$ cat src/rtl/iter_divider.sv
// rtl/iter_divider.sv - multicycle restoring integer divider, one quotient bit per clock
//
// Purpose:
//   Divides dataA by dataB with a restoring algorithm that produces the quotient
//   MSB first. A normal divide takes 33 cycles from acceptance to data_resultRDY:
//   32 iterations followed by one FIX cycle. A zero divisor completes one cycle
//   after acceptance with data_exception set and busy never raised.
//
// Configuration macro:
//   DIV_SIGNED_EN - when defined, operands are two's-complement signed. The
//                   quotient truncates toward zero and the remainder takes the
//                   dividend's sign. When undefined, everything is unsigned.
//
// Ports:
//   clock          in   rising-edge clock
//   reset_n        in   asynchronous active-low reset
//   ctrl_div       in   start strobe, sampled only while idle
//   dataA          in   dividend, captured on an accepted start
//   dataB          in   divisor, captured on an accepted start
//   quotient       out  registered quotient, held until the next completion
//   remainder      out  registered remainder, held until the next completion
//   data_resultRDY out  one-cycle completion pulse
//   data_exception out  divide-by-zero flag, held until the next completion
//   busy           out  high while a divide is in flight

module iter_divider #(
  parameter int WIDTH = 32
) (
  input  logic             clock,
  input  logic             reset_n,
  input  logic             ctrl_div,
  input  logic [WIDTH-1:0] dataA,
  input  logic [WIDTH-1:0] dataB,
  output logic [WIDTH-1:0] quotient,
  output logic [WIDTH-1:0] remainder,
  output logic             data_resultRDY,
  output logic             data_exception,
  output logic             busy
);

  localparam int CW = $clog2(WIDTH);

  typedef enum logic [1:0] {
    IDLE = 2'd0,
    ITER = 2'd1,
    FIX  = 2'd2
  } state_e;

  state_e state_q, state_d;

  // Working registers: r_q is the partial remainder, q_q starts as the dividend
  // magnitude and is shifted left while quotient bits enter at the bottom.
  logic [WIDTH-1:0] r_q, r_d;
  logic [WIDTH-1:0] q_q, q_d;
  logic [WIDTH-1:0] b_q, b_d;
  logic [CW-1:0]    cnt_q, cnt_d;

  // Set on acceptance of a zero divisor; r_q then holds the raw dividend that
  // becomes the remainder on the following edge.
  logic             dz_pend_q, dz_pend_d;

  logic [WIDTH-1:0] quot_q, quot_d;
  logic [WIDTH-1:0] rem_q, rem_d;
  logic             rdy_q, rdy_d;
  logic             exc_q, exc_d;

  logic [WIDTH-1:0] a_mag;
  logic [WIDTH-1:0] b_mag;
  logic [WIDTH-1:0] quot_fix;
  logic [WIDTH-1:0] rem_fix;

`ifdef DIV_SIGNED_EN
  logic neg_quot_q, neg_quot_d;
  logic neg_rem_q, neg_rem_d;

  // Unary minus of the most negative value wraps to itself, which is exactly
  // the unsigned magnitude the iteration needs.
  assign a_mag    = dataA[WIDTH-1] ? (-dataA) : dataA;
  assign b_mag    = dataB[WIDTH-1] ? (-dataB) : dataB;
  assign quot_fix = neg_quot_q ? (-q_q) : q_q;
  assign rem_fix  = neg_rem_q  ? (-r_q) : r_q;
`else
  assign a_mag    = dataA;
  assign b_mag    = dataB;
  assign quot_fix = q_q;
  assign rem_fix  = r_q;
`endif

  // One restoring step. The shifted remainder needs WIDTH+1 bits; when the
  // trial subtraction succeeds the result is below the divisor, so the low
  // WIDTH bits of the wrapped difference are exact.
  logic [WIDTH:0]   r_shift;
  logic             trial_ok;
  logic [WIDTH-1:0] trial;

  assign r_shift  = {r_q, q_q[WIDTH-1]};
  assign trial_ok = (r_shift >= {1'b0, b_q});
  assign trial    = r_shift[WIDTH-1:0] - b_q;

  always_comb begin
    state_d   = state_q;
    r_d       = r_q;
    q_d       = q_q;
    b_d       = b_q;
    cnt_d     = cnt_q;
    dz_pend_d = 1'b0;
    quot_d    = quot_q;
    rem_d     = rem_q;
    rdy_d     = 1'b0;
    exc_d     = exc_q;
`ifdef DIV_SIGNED_EN
    neg_quot_d = neg_quot_q;
    neg_rem_d  = neg_rem_q;
`endif

    case (state_q)
      IDLE: begin
        // A pending zero-divisor completion retires here; reading r_q keeps it
        // independent of a new start accepted on the same edge.
        if (dz_pend_q) begin
          quot_d = '0;
          rem_d  = r_q;
          exc_d  = 1'b1;
          rdy_d  = 1'b1;
        end

        if (ctrl_div) begin
          b_d   = b_mag;
          q_d   = a_mag;
          cnt_d = CW'(WIDTH - 1);
`ifdef DIV_SIGNED_EN
          neg_quot_d = dataA[WIDTH-1] ^ dataB[WIDTH-1];
          neg_rem_d  = dataA[WIDTH-1];
`endif
          if (dataB == '0) begin
            dz_pend_d = 1'b1;
            r_d       = dataA;
          end else begin
            r_d     = '0;
            state_d = ITER;
          end
        end
      end

      ITER: begin
        if (trial_ok) begin
          r_d = trial;
          q_d = {q_q[WIDTH-2:0], 1'b1};
        end else begin
          r_d = r_shift[WIDTH-1:0];
          q_d = {q_q[WIDTH-2:0], 1'b0};
        end
        cnt_d = cnt_q - CW'(1);
        if (cnt_q == '0) begin
          state_d = FIX;
        end
      end

      FIX: begin
        quot_d  = quot_fix;
        rem_d   = rem_fix;
        exc_d   = 1'b0;
        rdy_d   = 1'b1;
        state_d = IDLE;
      end

      default: begin
        state_d = IDLE;
      end
    endcase
  end

  always_ff @(posedge clock or negedge reset_n) begin
    if (!reset_n) begin
      state_q   <= IDLE;
      r_q       <= '0;
      q_q       <= '0;
      b_q       <= '0;
      cnt_q     <= '0;
      dz_pend_q <= 1'b0;
      quot_q    <= '0;
      rem_q     <= '0;
      rdy_q     <= 1'b0;
      exc_q     <= 1'b0;
`ifdef DIV_SIGNED_EN
      neg_quot_q <= 1'b0;
      neg_rem_q  <= 1'b0;
`endif
    end else begin
      state_q   <= state_d;
      r_q       <= r_d;
      q_q       <= q_d;
      b_q       <= b_d;
      cnt_q     <= cnt_d;
      dz_pend_q <= dz_pend_d;
      quot_q    <= quot_d;
      rem_q     <= rem_d;
      rdy_q     <= rdy_d;
      exc_q     <= exc_d;
`ifdef DIV_SIGNED_EN
      neg_quot_q <= neg_quot_d;
      neg_rem_q  <= neg_rem_d;
`endif
    end
  end

  assign quotient       = quot_q;
  assign remainder      = rem_q;
  assign data_resultRDY = rdy_q;
  assign data_exception = exc_q;
  assign busy           = (state_q != IDLE);

endmodule

$ cat config.mk
export PLATFORM = sky130hd
export DESIGN_NAME = iter_divider
export DESIGN_NICKNAME = d
export VERILOG_FILES = /design/src/rtl/iter_divider.sv
export SDC_FILE = /design/constraint.sdc
export NUM_CORES = 1
export LEC_CHECK = 0
export CORE_MARGIN = 8
export CORE_UTILIZATION = 50
export DETAILED_ROUTE_END_ITERATION = 10
export MAX_ROUTING_LAYER = met4
export PLACE_DENSITY = 0.75
export SLEW_MARGIN = 0
export SYNTH_ARGS = -nofsm -noshare
export SYNTH_HDL_FRONTEND = slang
export SYNTH_SLANG_ARGS = --single-unit
$ cat constraint.sdc
create_clock -name clock -period 3.46 [get_ports clock]
set_clock_uncertainty 0.1 [all_clocks]
set_input_delay 0.692 -clock clock [delete_from_list [all_inputs] [get_ports clock]]
set_output_delay 0.692 -clock clock [all_outputs]
set_load 0.05 [all_outputs]
==> flow_summary.toml, run 1 <==
[setup_path]
cp_data_arrival_time_ns = 3.28
crit_chain = "ha_1 -> nand3_1 -> nor4b_1 -> a31oi_1 -> o21ai_4 -> buf_4 -> mux2i_1 -> a21oi_1"
crit_type = "register to register"
cp_slowest_stage_delay_ns = 0.55
crit_family = "simple AND/OR/NAND/NOR gates"
r2r_cells = 8
required_ns = 3.65
cp_max_fo = 15
end_kind = "register"
start_kind = "register"
crit_cells = 8
critPathBufInv = 1
crit_slowest_cell = "nor4b_1"

[sta]
drv_slew = 0
setup_viol_count_final = 0
setup_tns_ns = 0
final-hold-violation-count = 0
final.min_clock_period_ns = 3.10
fin_crit_sh = 0.895
worst-slew-pin-transition_ns = 1.21
max_freq_mhz = 323
rsz0062_at_grt = "no"
max-slew-margin-rel = 0.196

[worst_hold_path]
worst_hold_path_type = "input port to asynchronous set/reset pin"

[yosys]
synth-edff-count = 0
ys_ff_latch = 170
ys_seq_area_frac = 0.480
syn_area_sq_um = 8870
ys.flop_type = "dfrtp_1"
synthCells = 959
netlist.area_leader.share = 0.480
synth.top_cells.by_area = "dfrtp_1 48%, nand2_1 8.8%, ha_1 4.8%"
synth_top_area_cell = "dfrtp_1"
yosysWarningCount = 0
yosysUniqueCellTypes = 53
synth_async_sr_flop_share = 1.00
synth_commonest_cells = "207 x nand2_1, 170 x dfrtp_1, 54 x o21ai_0"
synth_nets = 1061
syn_avg_cell_area_sq_um = 9.25
synth_most_common_cell = "nand2_1"

[clocking]
ctsResizeCount = 0
htreeDepth = 4
clock_path_buffers = 2
tritoncts = "done"
post-cts-setup-buffers = 0
clk_latency_ns = 0.44
clk_pin_slew_ns = 0.08
cts_sinks = 170
cts_root_buffer = "clkbuf_16"
numCtsBuffers = 17
cts.hold.buffers_added = 0

[grt]
grt_pass1_wl_mm = 40.0
grt_usage = 0.232
met1_usage = 0.302
grt_overflow = 0
grtUsageMet3 = 0.0385
top_usage_layer = "met2"
antenna_found_initial = 0
grt_max_degree = 125
met2_usage = 0.369
grt_pass1_vias = 7572

[power]
peakVddDrop_mv = 0.540
p_leak_nw = 5.01
power_density_nw_per_um2 = 1080
total_power_mw = 11.8

[detailed_routing]
drt-initial-drc-count = 696
routed_wl_mm = 24.6
viasPerCell = 5.91
drc = 0
antenna_left = 0
vias = 7696
first_pass_iters = 6
routedWlPerCell_microns = 18.9

[layout]
drive_above_1_share = 0.0604
fin_cells = 1302
area_delta_synth_final_pct = 24.1
num_antenna_cells = 0
finalNetCount = 1166
finish.utilization = 0.636

[die]
dieArea_sq_um = 22200
die_w_microns = 149
core_area_sq_um = 17300
die_h_microns = 149
io_pins = 134
rows = 48
start_util = 0.513

[placed_design]
io_buffers = 133
dp_hpwl_mm = 17.3
dp.cells = 1269
gp_congestion = 0.935

[run]
cap_violations = 0

[outcome]
run_status = "complete, no violations"
==> worst reg2reg max path, stage by stage (launching register included) <==
cell     delay [ns]
dfrtp_1        0.44
ha_1           0.43
nand3_1        0.26
nor4b_1        0.55
a31oi_1        0.29
o21ai_4        0.25
buf_4          0.30
mux2i_1        0.24
a21oi_1        0.09
==> path summary, 6_finish.rpt <==
kind | start | to | slack (ns)
hold / removal | reset_n | quotient[26]$_DFFE_PN0P_ | 0.14
setup / recovery | r_q[28]$_DFFE_PN0P_ | r_q[5]$_DFFE_PN0P_ | 0.36
setup reg to reg | r_q[28]$_DFFE_PN0P_ | r_q[5]$_DFFE_PN0P_ | 0.36
hold reg to reg | remainder[21]$_DFFE_PN0P_ | remainder[21]$_DFFE_PN0P_ | 0.37
max in group asynchronous | reset_n | b_q[13]$_DFFE_PN0P_ | 2.60
min in group clock | remainder[21]$_DFFE_PN0P_ | remainder[21]$_DFFE_PN0P_ | 0.37
==> metrics by stage <==
stage	hold slack (ns)	setup WS [ns]	cell area (sq um)
CTS	0.148	0.304	11000
detailed placement	0.362	0.301	10400
global route	0.155	0.138	11000
floorplan	0.296	0.866	8870
global placement	0.357	0.397	10400
finish	0.139	0.362	11000
==> layout by cell type, fill, tap and decap left out, types with 13 or more instances in the layout <==
cell / instances
a211oi_1: 23
a21oi_1: 52
a22o_1: 32
a22oi_1: 25
and3_1: 23
clkbuf_16: 17
clkdlybuf4s50_1: 132
dfrtp_1: 170
ha_1: 34
inv_1: 46
mux2i_1: 15
nand2_1: 207
nand3_1: 21
nor2_1: 22
nor3_1: 19
o21ai_0: 53
xnor2_1: 17
xor2_1: 13
==> flip-flops by register name, indices dropped and copies added (netlist names) <==
| register | cells |
|---|---|
| b_q | 32 |
| cnt_q | 5 |
| data_exception | 1 |
| data_resultRDY | 1 |
| dz_pend_q | 1 |
| q_q | 32 |
| quotient | 32 |
| r_q | 32 |
| remainder | 32 |
| state_q | 2 |
==> cells by family (layout without fill, tap and decap cells) <==
family	after synthesis	after routing	synth area share
simple gates	334	334	0.166
compound gates	267	268	0.207
flops	170	170	0.480
buf+inv	108	225	0.0502
fa+ha+maj	35	35	0.0502
xor+xnor	30	30	0.0296
mux	15	15	0.0169
==> layout make-up <==
| class | count | area, sq um |
|---|---|---|
| clock buffers | 17 | 425 |
| clock inverters | 15 | 178 |
| fillers | 1520 | 6290 |
| inverters | 46 | 173 |
| multi-input cells | 682 | 4200 |
| flip-flops and latches | 170 | 4250 |
| well taps | 225 | 282 |
| repair buffers | 147 | 1490 |
==> per-layer routing <==
| metal | share of wire | vias up |
|---|---|---|
| li1 | - | 3629 |
| met1 | 0.45 | 3785 |
| met2 | 0.48 | 247 |
| met3 | 0.048 | 35 |
| met4 | 0.017 | 0 |
| met5 | 0 | - |
==> report_power, final <==
group          internal, mW  leakage, nW  switching [mW]
clock                  1.04        0.290           0.914
sequential             2.73         2.14           0.540
combinational          2.70         2.59            3.90
total                  6.47         5.01            5.36
Power figures use the tool's default switching activity.
==> run 2, diff against run 1 <==
--- a/constraint.sdc
+++ b/constraint.sdc
@@ -4,2 +4,2 @@
 set_output_delay 0.692 -clock clock [all_outputs]
-set_load 0.05 [all_outputs]
+set_load 0.005 [all_outputs]
==> run 2 against run 1 <==
Net effect:
- sequential cell count did not move
- via count fell by 0.26%
- sequential share of layout area fell by 0.057 points
- final area rose by 0.15%
- core utilization rose by 0.094 points
- register-to-register slack got worse by 0.06 ns
- sequential power barely moved
- combinational power fell by 3.8%
- critical path type unchanged
- wire length rose by 1.4%
- power fell by 1.5%
- worst hold slack improved by 0.013 ns
- critical endpoint is now r_q[3]$_DFFE_PN0P_
==> flow_summary.toml, run 2 (synthesis gave the netlist of run 1 again) <==
[grt]
grt_pass1_vias = 7571
top_usage_layer = "met2"
grtUsageMet3 = 0.0391
grt_pass1_wl_mm = 40.0
grt_max_degree = 125
antenna_found_initial = 0
met2_usage = 0.351
grt_usage = 0.233
met1_usage = 0.301
grt_overflow = 0

[setup_path]
crit_type = "register to register"
cp_data_arrival_time_ns = 3.39
crit_slowest_cell = "dfrtp_1"
cp_slowest_stage_delay_ns = 0.42
start_kind = "register"
crit_chain = "ha_1 -> nand4_1 -> nor3_1 -> o21ai_0 -> a31oi_2 -> a21oi_2 -> o21ai_4 -> buf_4 -> nor3_1 -> a311oi_1"
required_ns = 3.69
path_common_cell = "nor3_1"
cp_max_fo = 15
end_kind = "register"

[layout]
layout_common_cells = "207 x nand2_1, 170 x dfrtp_1, 132 x clkdlybuf4s50_1"
finish.utilization = 0.637
area_delta_synth_final_pct = 24.3
ff_latch_area_sq_um = 4250
multi_input_area_sq_um = 4200
num-fill-cells = 1481
finalInstanceArea_sq_um = 11000
num_antenna_cells = 0
finalNetCount = 1166
final_common_cell = "nand2_1"
fin_cells = 1302
drive_above_1_share = 0.0594

[sta]
final.min_clock_period_ns = 3.16
setup_ws_ns = 0.304
max_freq_mhz = 317
worst-slew-pin-transition_ns = 1.19
setup_viol_count_final = 0
max-slew-margin-rel = 0.204
holdWs_ns = 0.153
final-hold-violation-count = 0
rsz0062_at_grt = "no"
fin_crit_sh = 0.912
drv_slew = 0
setup_tns_ns = 0

[die]
die_w_microns = 149
io_pins = 134
start_util = 0.513
die_h_microns = 149
dieArea_sq_um = 22200
core_area_sq_um = 17300
rows = 48

[detailed_routing]
first_pass_iters = 5
vias = 7676
drt-initial-drc-count = 613
routedWlPerCell_microns = 19.1
drc = 0
antenna_left = 0
routed_wl_mm = 24.9
viasPerCell = 5.90

[power]
total_power_mw = 11.6
peakVddDrop_mv = 0.565
p_leak_nw = 5.02
power_density_nw_per_um2 = 1060

[placed_design]
dp.cells = 1269
placed_cell_area_sq_um = 10400
gp_congestion = 0.940
post-place-ws_ns = 0.261
dp_hpwl_mm = 17.5
io_buffers = 133

[clocking]
post-cts-setup-buffers = 0
htreeDepth = 4
ctsResizeCount = 0
clk_latency_ns = 0.44
cts_sinks = 170
clk_pin_slew_ns = 0.07
clock_path_buffers = 2
numCtsBuffers = 17
tritoncts = "done"
cts_root_buffer = "clkbuf_16"
cts.hold.buffers_added = 0

[run]
cap_violations = 0

[worst_hold_path]
worst_hold_path_type = "input port to asynchronous set/reset pin"

[outcome]
run_status = "complete, no violations"
[run 2: power by group]
group | leakage, nW | internal [mW] | switching, mW
combinational | 2.59 | 2.70 | 3.66
sequential | 2.14 | 2.74 | 0.544
clock | 0.296 | 1.16 | 0.855
total | 5.02 | 6.59 | 5.06
[run 2: final timing paths]
check,startpoint,slack [ns],endpoint,cells past startpoint
setup reg to reg,r_q[18]$_DFFE_PN0P_,0.30,r_q[3]$_DFFE_PN0P_,10
min in group clock,remainder[13]$_DFFE_PN0P_,0.37,remainder[13]$_DFFE_PN0P_,2
hold / removal,reset_n,0.15,quotient[25]$_DFFE_PN0P_,1
max in group asynchronous,reset_n,2.37,remainder[12]$_DFFE_PN0P_,2
hold reg to reg,remainder[13]$_DFFE_PN0P_,0.37,remainder[13]$_DFFE_PN0P_,2
setup / recovery,r_q[18]$_DFFE_PN0P_,0.30,r_q[3]$_DFFE_PN0P_,10
[run 2: cell type report]
| cell class | instances | area share |
|---|---|---|
| Multi-Input combinational cell | 682 | 0.382 |
| Tap cell | 225 | 0.0255 |
| Clock inverter | 14 | 0.0173 |
| Inverter | 46 | 0.0157 |
| Timing Repair Buffer | 147 | 0.135 |
| Sequential cell | 170 | 0.386 |
| Clock buffer | 18 | 0.0389 |
[run 2: routing by layer]
metal	wire [microns]	vias to the layer above
met5	0	-
met4	1020	0
met3	1220	60
met2	11500	267
met1	11200	3734
li1	-	3615
[run 2: critical path, delay by kind of cell, from the launching register on]
kind	cells	cell delay, ns
adders and majority gates	1	0.42
DFF	1	0.42
and+or+nand+nor	3	0.54
buffers and inverters	1	0.30
AOI/OAI and AO/OA	5	1.26
==> run 3, diff against run 2 <==
Settings changed: CORE_UTILIZATION 50 to 35, PLACE_DENSITY 0.75 to unset, SKIP_LAST_GASP set to 1.
==> run 3 against run 2 <==
Net effect:
- core utilization is 19 points lower
- via count is 2.5% lower
- cell count is 8.5% higher
- critical path depth is 2 higher
- sequential share of layout area is 0.45 points lower
- wire length is 6.3% higher
- non-clock buffer count is 7 higher
- clock power is 2% lower
- final area is 1.2% higher
- combinational power hardly changed
- critical path type unchanged
- highest routed layer unchanged
==> flow_summary.toml, run 3 (synthesis gave the netlist of run 1 again) <==
[clocking]
clk_latency_ns = 0.44
numCtsBuffers = 17
tritoncts = "done"
clock_path_buffers = 2
post-cts-setup-buffers = 0
clk_pin_slew_ns = 0.07
cts_sinks = 170
htreeDepth = 4
cts_root_buffer = "clkbuf_16"
ctsResizeCount = 0
cts.hold.buffers_added = 0

[setup_path]
cp_data_arrival_time_ns = 3.42
cp_max_fo = 14
end_kind = "register"
required_ns = 3.67
start_kind = "register"
crit_type = "register to register"

[detailed_routing]
antenna_left = 0
vias = 7481
viasPerCell = 5.29
drc = 0
routed_wl_mm = 26.5
first_pass_iters = 5
routedWlPerCell_microns = 18.7
drt-initial-drc-count = 575

[grt]
grt_usage = 0.179
grt_pass1_wl_mm = 42.9
grt_overflow = 0
antenna_found_initial = 0
grt_pass1_vias = 7707
grt_max_degree = 125

[layout]
final_common_cell = "nand2_1"
finalNetCount = 1172
drive_above_1_share = 0.0656
finalInstanceArea_sq_um = 11200
num_antenna_cells = 0
layout_common_cells = "207 x nand2_1, 170 x dfrtp_1, 132 x clkdlybuf4s50_1"
area_delta_synth_final_pct = 25.8

[placed_design]
io_buffers = 133
dp_hpwl_mm = 19.1
gp_congestion = 0.910
placed_cell_area_sq_um = 10600
post-place-ws_ns = 0.290

[die]
io_pins = 134
core_area_sq_um = 25000
die_h_microns = 175
rows = 58
die_w_microns = 175
dieArea_sq_um = 30700
start_util = 0.354

[worst_hold_path]
worst_hold_path_type = "input port to asynchronous set/reset pin"

[sta]
setup_ws_ns = 0.248
rsz0062_at_grt = "no"
worst-slew-pin-transition_ns = 1.19
setup_tns_ns = 0
final.min_clock_period_ns = 3.21
drv_slew = 0
final-hold-violation-count = 0
max-slew-margin-rel = 0.205
setup_viol_count_final = 0
fin_crit_sh = 0.928
holdWs_ns = 0.197
max_freq_mhz = 311

[power]
p_leak_nw = 5.04
total_power_mw = 11.6
power_density_nw_per_um2 = 1040
peakVddDrop_mv = 0.422

[outcome]
run_status = "complete, no violations"

[run]
cap_violations = 0
==> run 3: metal layers <==
metal	wire length [microns]	vias to the layer above	GRT usage
li1	-	3627	-
met1	12900	3662	0.241
met2	12500	164	0.280
met3	818	28	0.0272
met4	345	0	0.0403
met5	0	-	-
==> run 3: layout make-up <==
cell class / count / area, sq um
inverters: 46 / 173
clock buffers: 17 / 425
well taps: 330 / 413
repair buffers: 154 / 1520
flip-flops and latches: 170 / 4250
multi-input cells: 681 / 4200
clock inverters: 15 / 175
fillers: 2511 / 13900
==> run 3: final timing paths <==
check | start | end | slack [ns] | depth (start not counted)
max | r_q[21]$_DFFE_PN0P_ | q_q[0]$_DFFE_PN0P_ | 0.25 | 12
min | reset_n | q_q[26]$_DFFE_PN0P_ | 0.20 | 1
max reg2reg | r_q[21]$_DFFE_PN0P_ | q_q[0]$_DFFE_PN0P_ | 0.25 | 12
min reg2reg | remainder[25]$_DFFE_PN0P_ | remainder[25]$_DFFE_PN0P_ | 0.37 | 2
max in group asynchronous | reset_n | b_q[1]$_DFFE_PN0P_ | 2.15 | 2
min in group clock | remainder[25]$_DFFE_PN0P_ | remainder[25]$_DFFE_PN0P_ | 0.37 | 2
==> run 3: report_power, final <==
| group | total (mW) | switching [mW] | internal, mW |
|---|---|---|---|
| logic | 6.39 | 3.66 | 2.73 |
| registers | 3.28 | 0.542 | 2.73 |
| clock network | 1.97 | 0.937 | 1.04 |
==> run 3: through the flow <==
stage,std cells,util
floorplan,959,-
CTS,1413,0.445
global placement,1381,0.421
detailed placement,1381,0.421
global route,1413,0.445
finish,1413,0.445
==> run 3: critical path, stage by stage (launching register included) <==
cell     delay [ns]
dfrtp_1        0.44
ha_1           0.35
buf_4          0.17
a21oi_2        0.16
o21ai_1        0.11
nor2_1         0.15
o21ai_1        0.13
a221o_1        0.38
a21oi_2        0.22
o21ai_4        0.18
buf_4          0.22
and2_4         0.20
a221o_1        0.27
